[config.mk]
export PLATFORM = sky130hd
export DESIGN_NAME = cdb_arbiter_flat
export DESIGN_NICKNAME = d
export VERILOG_FILES = /design/src/rtl/cdb_arbiter_if.sv /design/src/rtl/cdb_arbiter.sv /design/src/flat_wrapper.sv
export SDC_FILE = /design/constraint.sdc
export NUM_CORES = 1
export LEC_CHECK = 0
export CAP_MARGIN = 20
export CORE_AREA = 3 3 140 142
export CTS_CLUSTER_DIAMETER = 30
export DETAILED_ROUTE_END_ITERATION = 8
export DIE_AREA = 0 0 143 145
export MAX_ROUTING_LAYER = met4
export PLACE_DENSITY = 0.67
export SLEW_MARGIN = 15
export SYNTH_ARGS = -nofsm -noshare
export SYNTH_HDL_FRONTEND = slang
export SYNTH_SLANG_ARGS = --single-unit
[constraint.sdc]
create_clock -name clk -period 3 [get_ports clk]
set_clock_uncertainty 0.15 [all_clocks]
set_input_delay 0.3 -clock clk [delete_from_list [all_inputs] [get_ports clk]]
set_output_delay 0.3 -clock clk [all_outputs]
set_load 0.1 [all_outputs]
[src/rtl/cdb_arbiter_if.sv]
`default_nettype none
//------------------------------------------------------------------------------
// Module      : cdb_arbiter_if
// Description : Bundle of FU completion requests, grants and CDB broadcast
//               signals shared between the functional units and the arbiter.
// Revision    : 1.0 - initial release
//------------------------------------------------------------------------------
interface cdb_arbiter_if #(
  parameter int NUM_FU = 4,
  parameter int TAG_W  = 5,
  parameter int DATA_W = 32
);
  logic                     flush;
  logic [NUM_FU-1:0]        fu_valid;
  logic [NUM_FU*TAG_W-1:0]  fu_rob_tag;
  logic [NUM_FU*DATA_W-1:0] fu_data;
  logic [NUM_FU*DATA_W-1:0] fu_target_pc;
  logic [NUM_FU-1:0]        fu_mispredict;
  logic [NUM_FU-1:0]        fu_ready;
  logic                     cdb_valid;
  logic [TAG_W-1:0]         cdb_rob_tag;
  logic [DATA_W-1:0]        cdb_data;
  logic [DATA_W-1:0]        cdb_target_pc;
  logic                     cdb_mispredict;

  // FU/ROB side: drives requests and flush, receives grants and broadcasts
  modport master (
    output flush, fu_valid, fu_rob_tag, fu_data, fu_target_pc, fu_mispredict,
    input  fu_ready, cdb_valid, cdb_rob_tag, cdb_data, cdb_target_pc, cdb_mispredict
  );

  // Arbiter side
  modport slave (
    input  flush, fu_valid, fu_rob_tag, fu_data, fu_target_pc, fu_mispredict,
    output fu_ready, cdb_valid, cdb_rob_tag, cdb_data, cdb_target_pc, cdb_mispredict
  );
endinterface
`default_nettype wire

[src/rtl/cdb_arbiter.sv]
`default_nettype none
//------------------------------------------------------------------------------
// Module      : cdb_arbiter
// Description : Round-robin arbiter granting one completing FU per cycle onto
//               the registered common data bus; flush kills pending grants.
// Revision    : 1.0 - initial release
//------------------------------------------------------------------------------
module cdb_arbiter #(
  parameter int NUM_FU = 4,
  parameter int TAG_W  = 5,
  parameter int DATA_W = 32
) (
  input  logic            clk,
  input  logic            reset,
  cdb_arbiter_if.slave    bus
);
  localparam int PTR_W = $clog2(NUM_FU);

  logic [PTR_W-1:0]  r_rr_ptr;
  logic [PTR_W-1:0]  w_idx;
  logic [PTR_W-1:0]  w_win;
  logic              w_found;
  logic              w_xfer;
  logic [NUM_FU-1:0] w_grant;

  logic [TAG_W-1:0]  w_tag;
  logic [DATA_W-1:0] w_data;
  logic [DATA_W-1:0] w_pc;
  logic              w_mp;

  logic              r_valid;
  logic [TAG_W-1:0]  r_tag;
  logic [DATA_W-1:0] r_data;
  logic [DATA_W-1:0] r_pc;
  logic              r_mp;

  // Scan requesters starting at the round-robin pointer; index arithmetic
  // wraps naturally because NUM_FU is a power of two.
  always_comb begin
    w_found = 1'b0;
    w_win   = '0;
    w_idx   = '0;
    for (int k = 0; k < NUM_FU; k++) begin
      w_idx = r_rr_ptr + PTR_W'(k);
      if (!w_found && bus.fu_valid[w_idx]) begin
        w_found = 1'b1;
        w_win   = w_idx;
      end
    end
  end

  // One-hot grant, suppressed during reset and flush so nothing is consumed
  always_comb begin
    w_grant = '0;
    w_xfer  = w_found & ~reset & ~bus.flush;
    if (w_xfer) begin
      w_grant[w_win] = 1'b1;
    end
  end

  // Payload mux for the winning FU
  always_comb begin
    w_tag  = '0;
    w_data = '0;
    w_pc   = '0;
    w_mp   = 1'b0;
    for (int i = 0; i < NUM_FU; i++) begin
      if (w_win == PTR_W'(i)) begin
        w_tag  = bus.fu_rob_tag[i*TAG_W +: TAG_W];
        w_data = bus.fu_data[i*DATA_W +: DATA_W];
        w_pc   = bus.fu_target_pc[i*DATA_W +: DATA_W];
        w_mp   = bus.fu_mispredict[i];
      end
    end
  end

  // Pointer and broadcast register; payload holds when nothing transfers
  always_ff @(posedge clk) begin
    if (reset) begin
      r_rr_ptr <= '0;
      r_valid  <= 1'b0;
      r_tag    <= '0;
      r_data   <= '0;
      r_pc     <= '0;
      r_mp     <= 1'b0;
    end else if (bus.flush) begin
      r_rr_ptr <= '0;
      r_valid  <= 1'b0;
    end else begin
      r_valid <= w_xfer;
      if (w_xfer) begin
        r_rr_ptr <= w_win + PTR_W'(1);
        r_tag    <= w_tag;
        r_data   <= w_data;
        r_pc     <= w_pc;
        r_mp     <= w_mp;
      end
    end
  end

  assign bus.fu_ready       = w_grant;
  assign bus.cdb_valid      = r_valid;
  assign bus.cdb_rob_tag    = r_tag;
  assign bus.cdb_data       = r_data;
  assign bus.cdb_target_pc  = r_pc;
  assign bus.cdb_mispredict = r_mp;
endmodule
`default_nettype wire

[src/flat_wrapper.sv]
// flat-port wrapper written by rule: the top's interface ports become plain ports
module cdb_arbiter_flat 
#(
  parameter int NUM_FU = 4,
  parameter int TAG_W  = 5,
  parameter int DATA_W = 32
)
  (clk, reset, bus_flush, bus_fu_valid, bus_fu_rob_tag, bus_fu_data, bus_fu_target_pc, bus_fu_mispredict, bus_fu_ready, bus_cdb_valid, bus_cdb_rob_tag, bus_cdb_data, bus_cdb_target_pc, bus_cdb_mispredict);
  cdb_arbiter_if #(.NUM_FU(NUM_FU), .TAG_W(TAG_W), .DATA_W(DATA_W)) bus_i ();
  input  logic clk;
  input  logic reset;
  input wire logic [$bits(bus_i.flush)-1:0] bus_flush;
  input wire logic [$bits(bus_i.fu_valid)-1:0] bus_fu_valid;
  input wire logic [$bits(bus_i.fu_rob_tag)-1:0] bus_fu_rob_tag;
  input wire logic [$bits(bus_i.fu_data)-1:0] bus_fu_data;
  input wire logic [$bits(bus_i.fu_target_pc)-1:0] bus_fu_target_pc;
  input wire logic [$bits(bus_i.fu_mispredict)-1:0] bus_fu_mispredict;
  output wire logic [$bits(bus_i.fu_ready)-1:0] bus_fu_ready;
  output wire logic [$bits(bus_i.cdb_valid)-1:0] bus_cdb_valid;
  output wire logic [$bits(bus_i.cdb_rob_tag)-1:0] bus_cdb_rob_tag;
  output wire logic [$bits(bus_i.cdb_data)-1:0] bus_cdb_data;
  output wire logic [$bits(bus_i.cdb_target_pc)-1:0] bus_cdb_target_pc;
  output wire logic [$bits(bus_i.cdb_mispredict)-1:0] bus_cdb_mispredict;
  assign bus_i.flush = bus_flush;
  assign bus_i.fu_valid = bus_fu_valid;
  assign bus_i.fu_rob_tag = bus_fu_rob_tag;
  assign bus_i.fu_data = bus_fu_data;
  assign bus_i.fu_target_pc = bus_fu_target_pc;
  assign bus_i.fu_mispredict = bus_fu_mispredict;
  assign bus_fu_ready = bus_i.fu_ready;
  assign bus_cdb_valid = bus_i.cdb_valid;
  assign bus_cdb_rob_tag = bus_i.cdb_rob_tag;
  assign bus_cdb_data = bus_i.cdb_data;
  assign bus_cdb_target_pc = bus_i.cdb_target_pc;
  assign bus_cdb_mispredict = bus_i.cdb_mispredict;
  cdb_arbiter #(.NUM_FU(NUM_FU), .TAG_W(TAG_W), .DATA_W(DATA_W)) u_core (.clk(clk), .reset(reset), .bus(bus_i));
endmodule
==> results_dict.tcl <==
set metrics [dict create \
    root_buffer "clkbuf_16" \
    drc 0 \
    clk_pin_slew_worst_paths_ns 0.06 \
    setup_viol 0 \
    antenna_left 0 \
    critPathMaxFanout 29 \
    grt_max_degree 72 \
    comb_power_share 0.523 \
    fin_crit_sh 0.950 \
    powerDensity_nw_per_um2 496 \
    top_level_ports 362 \
    row_count 50 \
    tns_ns 0 \
    drt_iter0_markers 454 \
    clockBufferDepth 2 \
    cts_max_level 3 \
    fin_area_um2 9480 \
    synthToLayoutAreaGrowth_pct 75.4 \
    pwr-share-clk 0.232 \
    routabilityCongestion 0.858 \
    reg2reg_slack_ns 0.52 \
    die_h_um 145 \
    rsz0062_at_grt "no" \
    power.share.switching 0.425 \
    end_kind "output port" \
    synth_nets 1041 \
    layout.nets 1359 \
    diodes 0 \
    ys_seq_elements 73 \
    finalMaxSlewViolations 0 \
    max-vdd-ir-drop_uv 229 \
    wl_um 24400 \
    vias 6857 \
    slew_headroom 0.424 \
    period_needed_ns 2.85 \
    dr.pass1.iters 5 \
    r2r_cells 7 \
    synth_edf_count 0 \
    leakage_uw 0.00375 \
    ys.flop_type "dfxtp_1" \
    internal_power_uw 2700 \
    layout-drive-gt1-share 0.124 \
    grt_pass1_wl_um 37400 \
    yosys-top-cells-area "dfxtp_1 27%, a21oi_1 13%, a221o_1 13%, nand3b_1 9.7%, a31oi_1 8.1%" \
    start_util 0.291 \
    yosys.cell_count.top_type "a21oi_1" \
    place_area_um2 9180 \
    overflow 0 \
    cp-endpoint "bus_fu_ready[0]" \
    p_total_uw 4700 \
    dpl.hpwl_um 18000 \
    hp-class "in -> reg" \
    syn_inst 750 \
    crit_required_ns 2.55 \
    worstSetupPathType "in -> out" \
    tightestPinTransition_ns 0.863 \
    power.switching_uw 2000 \
    clkSinkCount 73 \
    chipWidth_um 143 \
    synth.distinct_cells 25 \
    ys_seq_area_frac 0.271 \
    synth_common_cells "143 x a21oi_1, 73 x dfxtp_1, 71 x inv_1, 71 x nand2_1" \
    die_area_um2 20700 \
    antenna_found_initial 0 \
    syn_area_um2 5400 \
    cts_buffers 9 \
    numPortBuffers 361 \
    clkLatencyLatePin_ns 0.33 \
    async_reset_ff_frac 0 \
    r2r-end "u_core.bus.cdb_data[1]" \
    vias_per_cell 5.25 \
    drv_cap 0 \
    core_region_area_um2 18600 \
    yosys.area.top_type "dfxtp_1" \
    fmax_mhz 351 \
    status "finished, final reports clean" \
    ys.warnings.count 0 \
    seqPwrFrac 0.245 \
    cts_hold_buf 0 \
    setup.worst_path.start "bus_fu_valid[0]" \
    grt_use_total 0.233 \
    first_global_vias 6695 \
    synth.top_cell.area_share 0.271 \
    wl_per_cell_um 18.7 \
    arrival_ns 2.40 \
    finalHoldViolations 0 \
    cts_tree "yes" \
    syn_avg_cell_area_um2 7.20 \
    rr_startpoint "u_core.r_rr_ptr[1]" \
    worstSetupStartpointType "input pin" \
]
## logic make-up (layout without fill, tap and decap cells)
| group | Yosys count | count (layout) | synth area share |
|---|---|---|---|
| simple gates | 223 | 223 | 0.241 |
| fa+ha+maj | 4 | 4 | 0.00927 |
| compound gates | 288 | 288 | 0.350 |
| buf+inv | 160 | 483 | 0.125 |
| flops | 73 | 73 | 0.271 |
| mux | 2 | 2 | 0.00371 |
## layout make-up
| class | count | area (um2) |
|---|---|---|
| Fill cell | 1826 | 9100 |
| Timing Repair Buffer | 396 | 3850 |
| Multi-Input combinational cell | 517 | 3320 |
| Sequential cell | 73 | 1460 |
| Tap cell | 234 | 293 |
| Inverter | 71 | 267 |
| Clock buffer | 13 | 250 |
| Clock inverter | 3 | 40.0 |
## power groups by stage
stage | Clock (uW) | Combinational (uW) | Sequential [uW]
2_1_floorplan | 0 | 786 | 1990
3_3_place_gp | 0 | 2450 | 1170
3_5_place_dp | 0 | 2460 | 1170
4_1_cts | 1130 | 2470 | 1150
5_1_grt | 1160 | 2600 | 1170
6_report | 1090 | 2460 | 1150
## worst min path at each step
stage	from	end	slack [ns]	depth (start not counted)
global route	reset	u_core.bus.cdb_target_pc[10]	0.29	4
global placement	u_core.r_rr_ptr[0]	u_core.r_rr_ptr[0]	0.45	2
detailed placement	u_core.r_rr_ptr[0]	u_core.r_rr_ptr[0]	0.45	2
CTS	reset	u_core.bus.cdb_target_pc[10]	0.24	4
finish	reset	u_core.bus.cdb_target_pc[10]	0.25	4
floorplan	bus_flush	u_core.r_rr_ptr[1]	0.23	1
## metrics by stage
| stage | worst slack (ns) | utilization | cells | hold slack, ns |
|---|---|---|---|---|
| after floorplan | 0.0969 | - | 750 | 0.229 |
| after global placement | 0.183 | 0.494 | 1291 | 0.445 |
| after detailed placement | 0.131 | 0.494 | 1291 | 0.451 |
| after CTS | 0.0704 | 0.510 | 1307 | 0.243 |
| after global routing | 0.0219 | 0.510 | 1307 | 0.286 |
| final | 0.150 | 0.510 | 1307 | 0.248 |
## worst max-delay path, cell delays in order
cell and delay (ns):
clkdlybuf4s50_1 0.54, a21oi_1 0.09, o21a_1 0.19, o22ai_1 0.33, ha_2 0.32, buf_12 0.20
and3_1 0.22, buf_12 0.18
## registers in the layout (all words and copies together), names as in the netlist
name	flops
u_core.bus.cdb_valid	1
u_core.bus.cdb_mispredict	1
u_core.bus.cdb_rob_tag	5
u_core.bus.cdb_data	32
u_core.r_rr_ptr	2
u_core.bus.cdb_target_pc	32
## metal layers
layer / vias up / part of all wire / track usage
li1: 3334 / - / -
met3: 37 / 0.066 / 0.0310
met5: - / 0 / -
met2: 291 / 0.50 / 0.388
met4: 0 / 0.025 / 0.0765
met1: 3195 / 0.41 / 0.289
## layout by cell type (no fill, tap or decap)
master	count
nor2_4	1
nor3_1	1
a221o_1	70
o21a_1	2
buf_2	1
o22a_1	1
clkbuf_16	9
o31a_1	1
clkdlybuf4s50_1	285
and3_2	1
buf_4	97
o22ai_1	1
dfxtp_1	73
a31oi_1	70
nand3b_1	70
and3_1	3
inv_1	71
buf_12	13
or3_1	1
clkbuf_1	3
nor2_1	1
bufinv_16	1
clkbuf_8	1
clkinv_2	2
mux2i_1	2
ha_2	1
nor2b_1	70
a21oi_1	143
nor3b_1	1
nor3_2	1
and2_2	1
ha_4	3
or4_2	1
nand2_1	71
## repair_timing
action                     in CTS  in global routing
gates resized for setup         0                  1
setup endpoints to repair       0                  2
setup buffers                   0                  0
(Power assumes the default switching activity.)
